## src/rtl/jt12_reg_upd.sv

```systemverilog
// jt12_reg_upd: operator register write feeder and 24-slot counter; optional one-entry write queue via JT12_UPD_QUEUE_EN
module jt12_reg_upd #(
  parameter int OFS_I  = 0,
  parameter int OFS_II = 0,
  parameter int OFS_IV = 0
) (
  input  logic       rst,
  input  logic       clk,
  input  logic       clk_en,
  input  logic       write,
  input  logic       part,
  input  logic [7:0] addr,
  input  logic [7:0] din,
  output logic [7:0] dout,
  output logic       up_tl,
  output logic       up_dt1,
  output logic       up_ks_ar,
  output logic       up_amen_dr,
  output logic       up_sr,
  output logic       up_sl_rr,
  output logic       up_ssgeg,
  output logic       update_op_I,
  output logic       update_op_II,
  output logic       update_op_IV,
  output logic [2:0] cur_ch,
  output logic [1:0] cur_op,
  output logic       busy,
  output logic       wr_lost
);
  logic [3:0] typ, w_typ;
  logic [4:0] tgt, w_tgt, slot, rev;
  logic       w_valid, clearing;
`ifdef JT12_UPD_QUEUE_EN
  logic [3:0] q_typ;
  logic [4:0] q_tgt;
  logic [7:0] q_din;
  logic       q_full;
`endif
  function automatic logic [4:0] wrap24(input logic [5:0] t);
    return t >= 6'd24 ? 5'(t - 6'd24) : t[4:0];
  endfunction
  assign w_typ    = addr[7:4];
  assign w_valid  = write && addr[1:0] != 2'd3 && w_typ >= 4'd3 && w_typ <= 4'd9;
  assign w_tgt    = 5'({addr[2], addr[3]}) * 5'd6 + 5'(part) * 5'd3 + 5'(addr[1:0]);
  assign slot     = 5'(cur_op) * 5'd6 + 5'(cur_ch);
  assign clearing = busy && clk_en && rev == 5'd23;
  assign up_dt1     = busy && typ == 4'd3;
  assign up_tl      = busy && typ == 4'd4;
  assign up_ks_ar   = busy && typ == 4'd5;
  assign up_amen_dr = busy && typ == 4'd6;
  assign up_sr      = busy && typ == 4'd7;
  assign up_sl_rr   = busy && typ == 4'd8;
  assign up_ssgeg   = busy && typ == 4'd9;
  assign update_op_I  = busy && slot == wrap24(6'(tgt) + 6'(OFS_I));
  assign update_op_II = busy && slot == wrap24(6'(tgt) + 6'(OFS_II));
  assign update_op_IV = busy && slot == wrap24(6'(tgt) + 6'(OFS_IV));
  // slot counter, revolution count and write acceptance; later assignments override earlier ones
  always_ff @(posedge clk or posedge rst)
    if (rst) begin
      cur_ch  <= '0;
      cur_op  <= '0;
      rev     <= '0;
      busy    <= 1'b0;
      typ     <= '0;
      tgt     <= '0;
      dout    <= '0;
      wr_lost <= 1'b0;
`ifdef JT12_UPD_QUEUE_EN
      q_typ   <= '0;
      q_tgt   <= '0;
      q_din   <= '0;
      q_full  <= 1'b0;
`endif
    end else begin
      if (clk_en) begin
        cur_ch <= cur_ch == 3'd5 ? 3'd0 : cur_ch + 3'd1;
        if (cur_ch == 3'd5) cur_op <= cur_op + 2'd1;
        if (busy) rev <= rev + 5'd1;
        if (clearing) busy <= 1'b0;
      end
`ifdef JT12_UPD_QUEUE_EN
      if (clearing && q_full) begin
        typ    <= q_typ;
        tgt    <= q_tgt;
        dout   <= q_din;
        busy   <= 1'b1;
        rev    <= '0;
        q_full <= 1'b0;
        if (w_valid) wr_lost <= 1'b1;
      end else if (w_valid && (!busy || clearing)) begin
        typ  <= w_typ;
        tgt  <= w_tgt;
        dout <= din;
        busy <= 1'b1;
        rev  <= '0;
      end else if (w_valid && !q_full) begin
        q_typ  <= w_typ;
        q_tgt  <= w_tgt;
        q_din  <= din;
        q_full <= 1'b1;
      end else if (w_valid) wr_lost <= 1'b1;
`else
      if (w_valid && (!busy || clearing)) begin
        typ  <= w_typ;
        tgt  <= w_tgt;
        dout <= din;
        busy <= 1'b1;
        rev  <= '0;
      end else if (w_valid) wr_lost <= 1'b1;
`endif
    end
endmodule
```

## config.mk

```make
export PLATFORM = sky130hd
export DESIGN_NAME = jt12_reg_upd
export DESIGN_NICKNAME = d
export VERILOG_FILES = /design/src/rtl/jt12_reg_upd.sv
export SDC_FILE = /design/constraint.sdc
export NUM_CORES = 1
export LEC_CHECK = 0
export CELL_PAD_IN_SITES_DETAIL_PLACEMENT = 1
export CELL_PAD_IN_SITES_GLOBAL_PLACEMENT = 2
export CORE_AREA = 2 2 74 76
export CTS_BUF_LIST = sky130_fd_sc_hd__clkbuf_4
export DETAILED_ROUTE_END_ITERATION = 12
export DIE_AREA = 0 0 76 78
export GPL_ROUTABILITY_DRIVEN = 0
export PLACE_DENSITY = 0.91
export SLEW_MARGIN = 5
export SYNTH_ARGS = -nofsm -noshare
export SYNTH_HDL_FRONTEND = slang
export SYNTH_SLANG_ARGS = --single-unit
```

## constraint.sdc

```tcl
create_clock -name clk -period 5.65 [get_ports clk]
set_input_delay 1.13 -clock clk [delete_from_list [all_inputs] [get_ports clk]]
set_output_delay 1.13 -clock clk [all_outputs]
set_load 0.01 [all_outputs]
```

==> impl_metrics.toml, run 1 <==
[global_routing]
grt_max_degree = 30
grt.overflow.total = 0
antenna_found_initial = 0
first_global_vias = 1316
track_usage_pct = 13.23
grt_pass1_wl_um = 6189

[cts]
post_cts_resized = 0
cts_tree = "done"
hold_buffers = 0
cts_buffers = 5
cts_setup_buffers = 0
clock-sinks = 29
clkTransAtPathRegs_ns = 0.11
clock_path_buffers = 2
insertion_delay_ns = 0.34
root_buffer = "clkbuf_4"
ctsHtreeMaxLevel = 2

[worst_hold_path]
hp-class = "register to register"

[drt]
drc = 0
first_iter_violations = 40
drtPass1Iterations = 4
wl_per_cell_um = 13.55
via_per_inst = 4.720
drt_wl_total_um = 3577
antenna_left = 0
vias = 1246

[run]
max-cap-violations = 0

[synth]
syn-mean-instance-area_sq_um = 11.69
synthCells = 144
syn-num-nets = 178
synth_top_family_by_area = "multiplexers"
ys_warn_count = 0
synthSimpleGateAreaFrac_pct = 11.97
synth_fa_ha_area_share_pct = 11.00
seq_area_frac_synth_pct = 43.12
synth.area.mux_share_pct = 13.38
synth_cell_types = 33
synth_seq_cells = 29
synthArstFlopShare_pct = 100.0
synth_area_sq_mm = 0.001683
synth_edf_count = 0
synth_ff_type = "dfrtp_1"
synthXorXnorAreaFrac_pct = 5.725
synth_compound_area_share_pct = 9.665

[floorplan]
die_h_um = 78
rows = 26
ioPinCount = 46
dieArea_sq_mm = 0.005928
start_util_pct = 33.37
die_width_um = 76
fp.coreArea_sq_mm = 0.005042

[setup_path]
crit_path_end_kind = "output port"
crit_path_end = "update_op_II"
cp-startpoint = "cur_op[0]"
rrSetupSlack_ns = 3.91
rr_startpoint = "rev[0]"
cp.required_ns = 4.52
r2r-end = "dout[7]"
worstSetupPathType = "register to output port"
cp_data_arrival_time_ns = 2.93
rr_worst_depth = 5
start_kind = "register"
cp_max_fo = 5

[timing]
slew_violations = 0
tightest_slew_ns = 0.3854
min_period_ns = 4.058
fin_setup_tns_ns = 0
maxSlewHeadroom_pct = 74.31
clock_skew_ns = 0.01592
max_freq_mhz = 246.5
worst_slack_ns = 1.592
min_period_over_period_pct = 71.81
rsz0062_at_grt = "false"
holdWs_ns = 0.5036
hold_violations = 0
finalSetupViolCount = 0

[placement]
place_ws_ns = 1.946
hpwl_um = 2752
place_inst = 256
io_buffers = 45

[power_and_ir_drop]
vdd_ir_drop_max_uv = 136.0
power_uw = 1029
power_per_cell_area_mw_per_mm2 = 458.0
leakagePower_uw = 0.001008

[outcome]
outcome = "completed"

[final_layout]
nFillCells = 561
syn_to_final_growth_pct = 33.46
drive_gt1_share_pct = 13.92
nets = 227
diodes = 0
final_cells = 264
[placed cells by master, fill, tap and decap left out]
| cell | instances |
|---|---|
| a21boi_1 | 2 |
| dfrtp_1 | 29 |
| xor2_1 | 3 |
| clkinvlp_4 | 1 |
| clkinv_2 | 2 |
| nor3b_1 | 2 |
| a21boi_0 | 1 |
| nand3_1 | 3 |
| clkdlybuf4s50_1 | 45 |
| xnor2_1 | 8 |
| a21o_1 | 1 |
| or3_1 | 4 |
| clkbuf_4 | 5 |
| nor4_1 | 1 |
| o21ai_2 | 1 |
| nor2_1 | 1 |
| o21bai_1 | 2 |
| nor2b_1 | 4 |
| o21ai_0 | 11 |
| nor3_1 | 3 |
| o21a_1 | 2 |
| a211oi_1 | 1 |
| or3_4 | 1 |
| nand3b_1 | 1 |
| o41a_1 | 1 |
| buf_4 | 1 |
| nand4_1 | 2 |
| nand2_1 | 9 |
| ha_1 | 10 |
| fa_1 | 3 |
| inv_1 | 13 |
| nand2b_4 | 1 |
| a21bo_1 | 1 |
| a21oi_1 | 2 |
| nor4b_1 | 2 |
| mux2_4 | 15 |
[stage by stage]
step	util, %	cell area, sq um
finish	44.54	2246
CTS	44.54	2246
global placement	43.45	2191
global route	44.54	2246
detailed placement	43.45	2191
floorplan	-	1683
[critical path, stage by stage (launching register included)]
cell	delay [ns]
dfrtp_1	0.44
inv_1	0.07
ha_1	0.34
fa_1	0.53
xor2_1	0.17
nand4_1	0.11
nor3_1	0.32
clkdlybuf4s50_1	0.61
[state kept, by name (all words and copies together), names as in the netlist]
register	count
dout	8
rev	5
tgt	5
typ	4
cur_ch	3
cur_op	2
busy	1
wr_lost	1
[synth_stat cells, types with 2 or more instances]
master    number  area (sq um)
dfrtp_1       29         725.7
nor3_1         3         15.01
xor2_1         3         26.28
nand4_1        2         12.51
xnor2_1        8         70.07
a21oi_1        2         10.01
buf_4          2         15.01
buf_6          2         22.52
nor4b_1        2         17.52
or3_1          4         25.02
ha_1          10         125.1
o21ai_0       11         55.05
o21bai_1       2         15.01
fa_1           3         60.06
nand3_1        3         15.01
a21boi_1       2         15.01
nor3b_1        2         15.01
o21a_1         2         15.01
mux2_4        15         225.2
inv_1         13         48.80
nand2_1        9         33.78
nor2b_1        4         25.02
[layout make-up]
| cell class | instances | area, sq um | share of cell area (%) |
|---|---|---|---|
| Timing Repair Buffer | 46 | 457.9 | 20.39 |
| Sequential cell | 29 | 725.7 | 32.31 |
| Inverter | 13 | 48.80 | 2.173 |
| Tap cell | 70 | 87.58 | 3.900 |
| Clock buffer | 5 | 37.54 | 1.671 |
| Multi-Input combinational cell | 98 | 870.8 | 38.77 |
| Clock inverter | 3 | 17.52 | 0.7799 |
[kinds of logic after synthesis]
family                   after synthesis
AO/OA/AOI/OAI                         25
AND/OR/NAND/NOR                       34
buffers and inverters                 17
adder cells (fa/ha/maj)               13
multiplexers                          15
XOR/XNOR                              11
flip-flops                            29
[report_power, final]
part / total (uW) / leakage, uW / switching [uW] / internal [uW]
clock: 126 / 0.0000310 / 78.9 / 46.8
sequential: 386 / 0.000354 / 89.0 / 297
combinational: 516 / 0.000623 / 205 / 312
total: 1030 / 0.00101 / 373 / 656
[how the worst min path moves through the flow]
stage               startpoint       to  slack (ns)  cells past startpoint
CTS                    wr_lost  wr_lost        0.50                      1
floorplan               rev[1]   rev[1]        0.48                      2
detailed placement     wr_lost  wr_lost        0.47                      1
finish                 wr_lost  wr_lost        0.50                      1
global placement       wr_lost  wr_lost        0.47                      1
global route           wr_lost  wr_lost        0.51                      1
[layer usage]
layer  vias up  wire length [um]  GRT usage, %
li1        595                 -             -
met2        24              1823         23.75
met4         0                63         5.455
met5         -                 0             0
met1       619              1549         15.29
met3         8               141         2.907
(Power assumes the default switching activity.)
==> inputs of run 2 (changes only) <==
--- a/config.mk
+++ b/config.mk
@@ -7,12 +7,12 @@
 export LEC_CHECK = 0
 export CELL_PAD_IN_SITES_DETAIL_PLACEMENT = 1
 export CELL_PAD_IN_SITES_GLOBAL_PLACEMENT = 2
-export CORE_AREA = 2 2 74 76
+export CORE_AREA = 2 2 76 78
 export CTS_BUF_LIST = sky130_fd_sc_hd__clkbuf_4
 export DETAILED_ROUTE_END_ITERATION = 12
-export DIE_AREA = 0 0 76 78
+export DIE_AREA = 0 0 78 80
 export GPL_ROUTABILITY_DRIVEN = 0
-export PLACE_DENSITY = 0.91
+export PLACE_DENSITY = 0.87
 export SLEW_MARGIN = 5
 export SYNTH_ARGS = -nofsm -noshare
 export SYNTH_HDL_FRONTEND = slang
==> constraint.sdc (replaced) <==
create_clock -name clk -period 3.9 [get_ports clk]
set_input_delay 0.78 -clock clk [delete_from_list [all_inputs] [get_ports clk]]
set_output_delay 0.78 -clock clk [all_outputs]
set_load 0.01 [all_outputs]
==> impl_metrics.toml, run 2 (same netlist as run 1, synthesis figures left out) <==
[cts]
cts_tree = "done"
clock_path_buffers = 2
clock-sinks = 29
cts_setup_buffers = 0
post_cts_resized = 0
root_buffer = "clkbuf_4"
cts_buffers = 5
hold_buffers = 0
clkTransAtPathRegs_ns = 0.11
insertion_delay_ns = 0.33
ctsHtreeMaxLevel = 2

[placement]
io_buffers = 45
place_area_sq_mm = 0.002193
hpwl_um = 2725

[power_and_ir_drop]
power_uw = 1495
vdd_ir_drop_max_uv = 266.2
leakagePower_uw = 0.001001
pwr-share-clk_pct = 12.3
p_int_uw = 951.0
power_per_cell_area_mw_per_mm2 = 663.6
p_seq_share_pct = 37.7
sw_frac_of_total_pct = 36.41
p_sw_uw = 544.4
combPwrFrac_pct = 50.0

[floorplan]
die_h_um = 80
rows = 27
fp.coreArea_sq_mm = 0.005405
start_util_pct = 31.13
dieArea_sq_mm = 0.006240
ioPinCount = 46
die_width_um = 78

[run]
max-cap-violations = 0

[final_layout]
final_common_cell = "clkdlybuf4s50_1"
diodes = 0
largest_reg_flops = 8
nets = 227
regMostFlops = "dout"
syn_to_final_growth_pct = 33.90
final_cell_mix = "clkdlybuf4s50_1 (45), dfrtp_1 (29), mux2_4 (15), inv_1 (13), o21ai_0 (11)"
final_area_sq_mm = 0.002253
drive_gt1_share_pct = 13.92
top_regs = "dout (8), rev (5), tgt (5)"

[timing]
holdWs_ns = 0.5235
fin_setup_tns_ns = 0
slew_violations = 0
max_freq_mhz = 271.5
finalSetupViolCount = 0
min_period_over_period_pct = 94.44
maxSlewHeadroom_pct = 74.74
tightest_slew_ns = 0.3790
min_period_ns = 3.683
rsz0062_at_grt = "false"
clock_skew_ns = 0.01530
hold_violations = 0

[global_routing]
grt_pass1_wl_um = 6058
grt_max_degree = 30
grt.overflow.total = 0
first_global_vias = 1306
track_usage_pct = 12.50
antenna_found_initial = 0

[worst_hold_path]
min_to = "wr_lost"
hp-class = "register to register"
min-delay-start = "wr_lost"
min_path_cells = 1

[drt]
via_per_inst = 4.553
drtPass1Iterations = 4
wl_per_cell_um = 13.55
drc = 0
antenna_left = 0
first_iter_violations = 26
drt_wl_total_um = 3604
vias = 1211

[setup_path]
rrSetupSlack_ns = 2.15
start_kind = "register"
cp.required_ns = 3.12
worstSetupPathType = "register to output port"
r2r-end = "rev[3]"
cp_max_fo = 5
crit_path_end_kind = "output port"
cp_data_arrival_time_ns = 2.90
rr_worst_depth = 3
rr_startpoint = "busy"

[outcome]
outcome = "completed"
run 2: cell types whose count changed in the layout (fill, tap and decap cells not counted):
cell        change
clkinv_2        -2
clkinvlp_4      +2
run 2: metrics by stage:
step                      utilization (%)  instances  setup slack, ns
after floorplan                         -        144           0.9160
after global placement              40.58        258           0.6793
after detailed placement            40.58        258           0.5620
after CTS                           41.69        266           0.1830
after global routing                41.69        266          0.01776
final                               41.69        266           0.2169
run 2: worst max-delay path by stage:
stage                         start            to
after detailed placement  cur_op[0]   update_op_I
after global routing      cur_op[0]   update_op_I
after global placement    cur_op[0]  update_op_II
final                     cur_op[0]   update_op_I
after CTS                 cur_op[0]   update_op_I
after floorplan           cur_op[0]  update_op_II
run 2: routing by layer:
layer / vias to the layer above / global-route usage [%] / part of all wire, %
met5: - / 0 / 0
met4: 0 / 3.684 / 0.42
met3: 2 / 4.072 / 4.5
met2: 29 / 22.76 / 53
met1: 588 / 13.88 / 42
li1: 592 / - / -
run 2: layout make-up:
| type | instances | area (sq um) |
|---|---|---|
| timing repair buffer | 46 | 457.9 |
| clock inverter | 3 | 22.52 |
| sequential | 29 | 725.7 |
| fill | 612 | 3152 |
| inverter | 13 | 48.80 |
| multi-input combinational | 98 | 870.8 |
| tap | 72 | 90.09 |
| clock buffer | 5 | 37.54 |
run 2: worst max-delay path: stages (launching register included):
cell and delay, ns:
dfrtp_1 0.44, inv_1 0.07, ha_1 0.34, fa_1 0.53
xor2_1 0.15, nand4_1 0.10, nor3_1 0.34, clkdlybuf4s50_1 0.61
run 2: power groups by stage:
stage | sequential [uW] | clock [uW] | combinational (uW)
after global placement | 564 | 0 | 732
after global routing | 591 | 209 | 823
after CTS | 565 | 196 | 759
after detailed placement | 571 | 0 | 754
final | 563 | 185 | 748
after floorplan | 569 | 0 | 442
==> inputs of run 3 (changes only) <==
--- a/config.mk
+++ b/config.mk
@@ -5,6 +5,7 @@
 export SDC_FILE = /design/constraint.sdc
 export NUM_CORES = 1
 export LEC_CHECK = 0
+export CAP_MARGIN = 20
 export CELL_PAD_IN_SITES_DETAIL_PLACEMENT = 1
 export CELL_PAD_IN_SITES_GLOBAL_PLACEMENT = 2
 export CORE_AREA = 2 2 76 78
==> results of run 3 <==
Same layout as run 2: the final DEF is identical, and so are final timing and power.
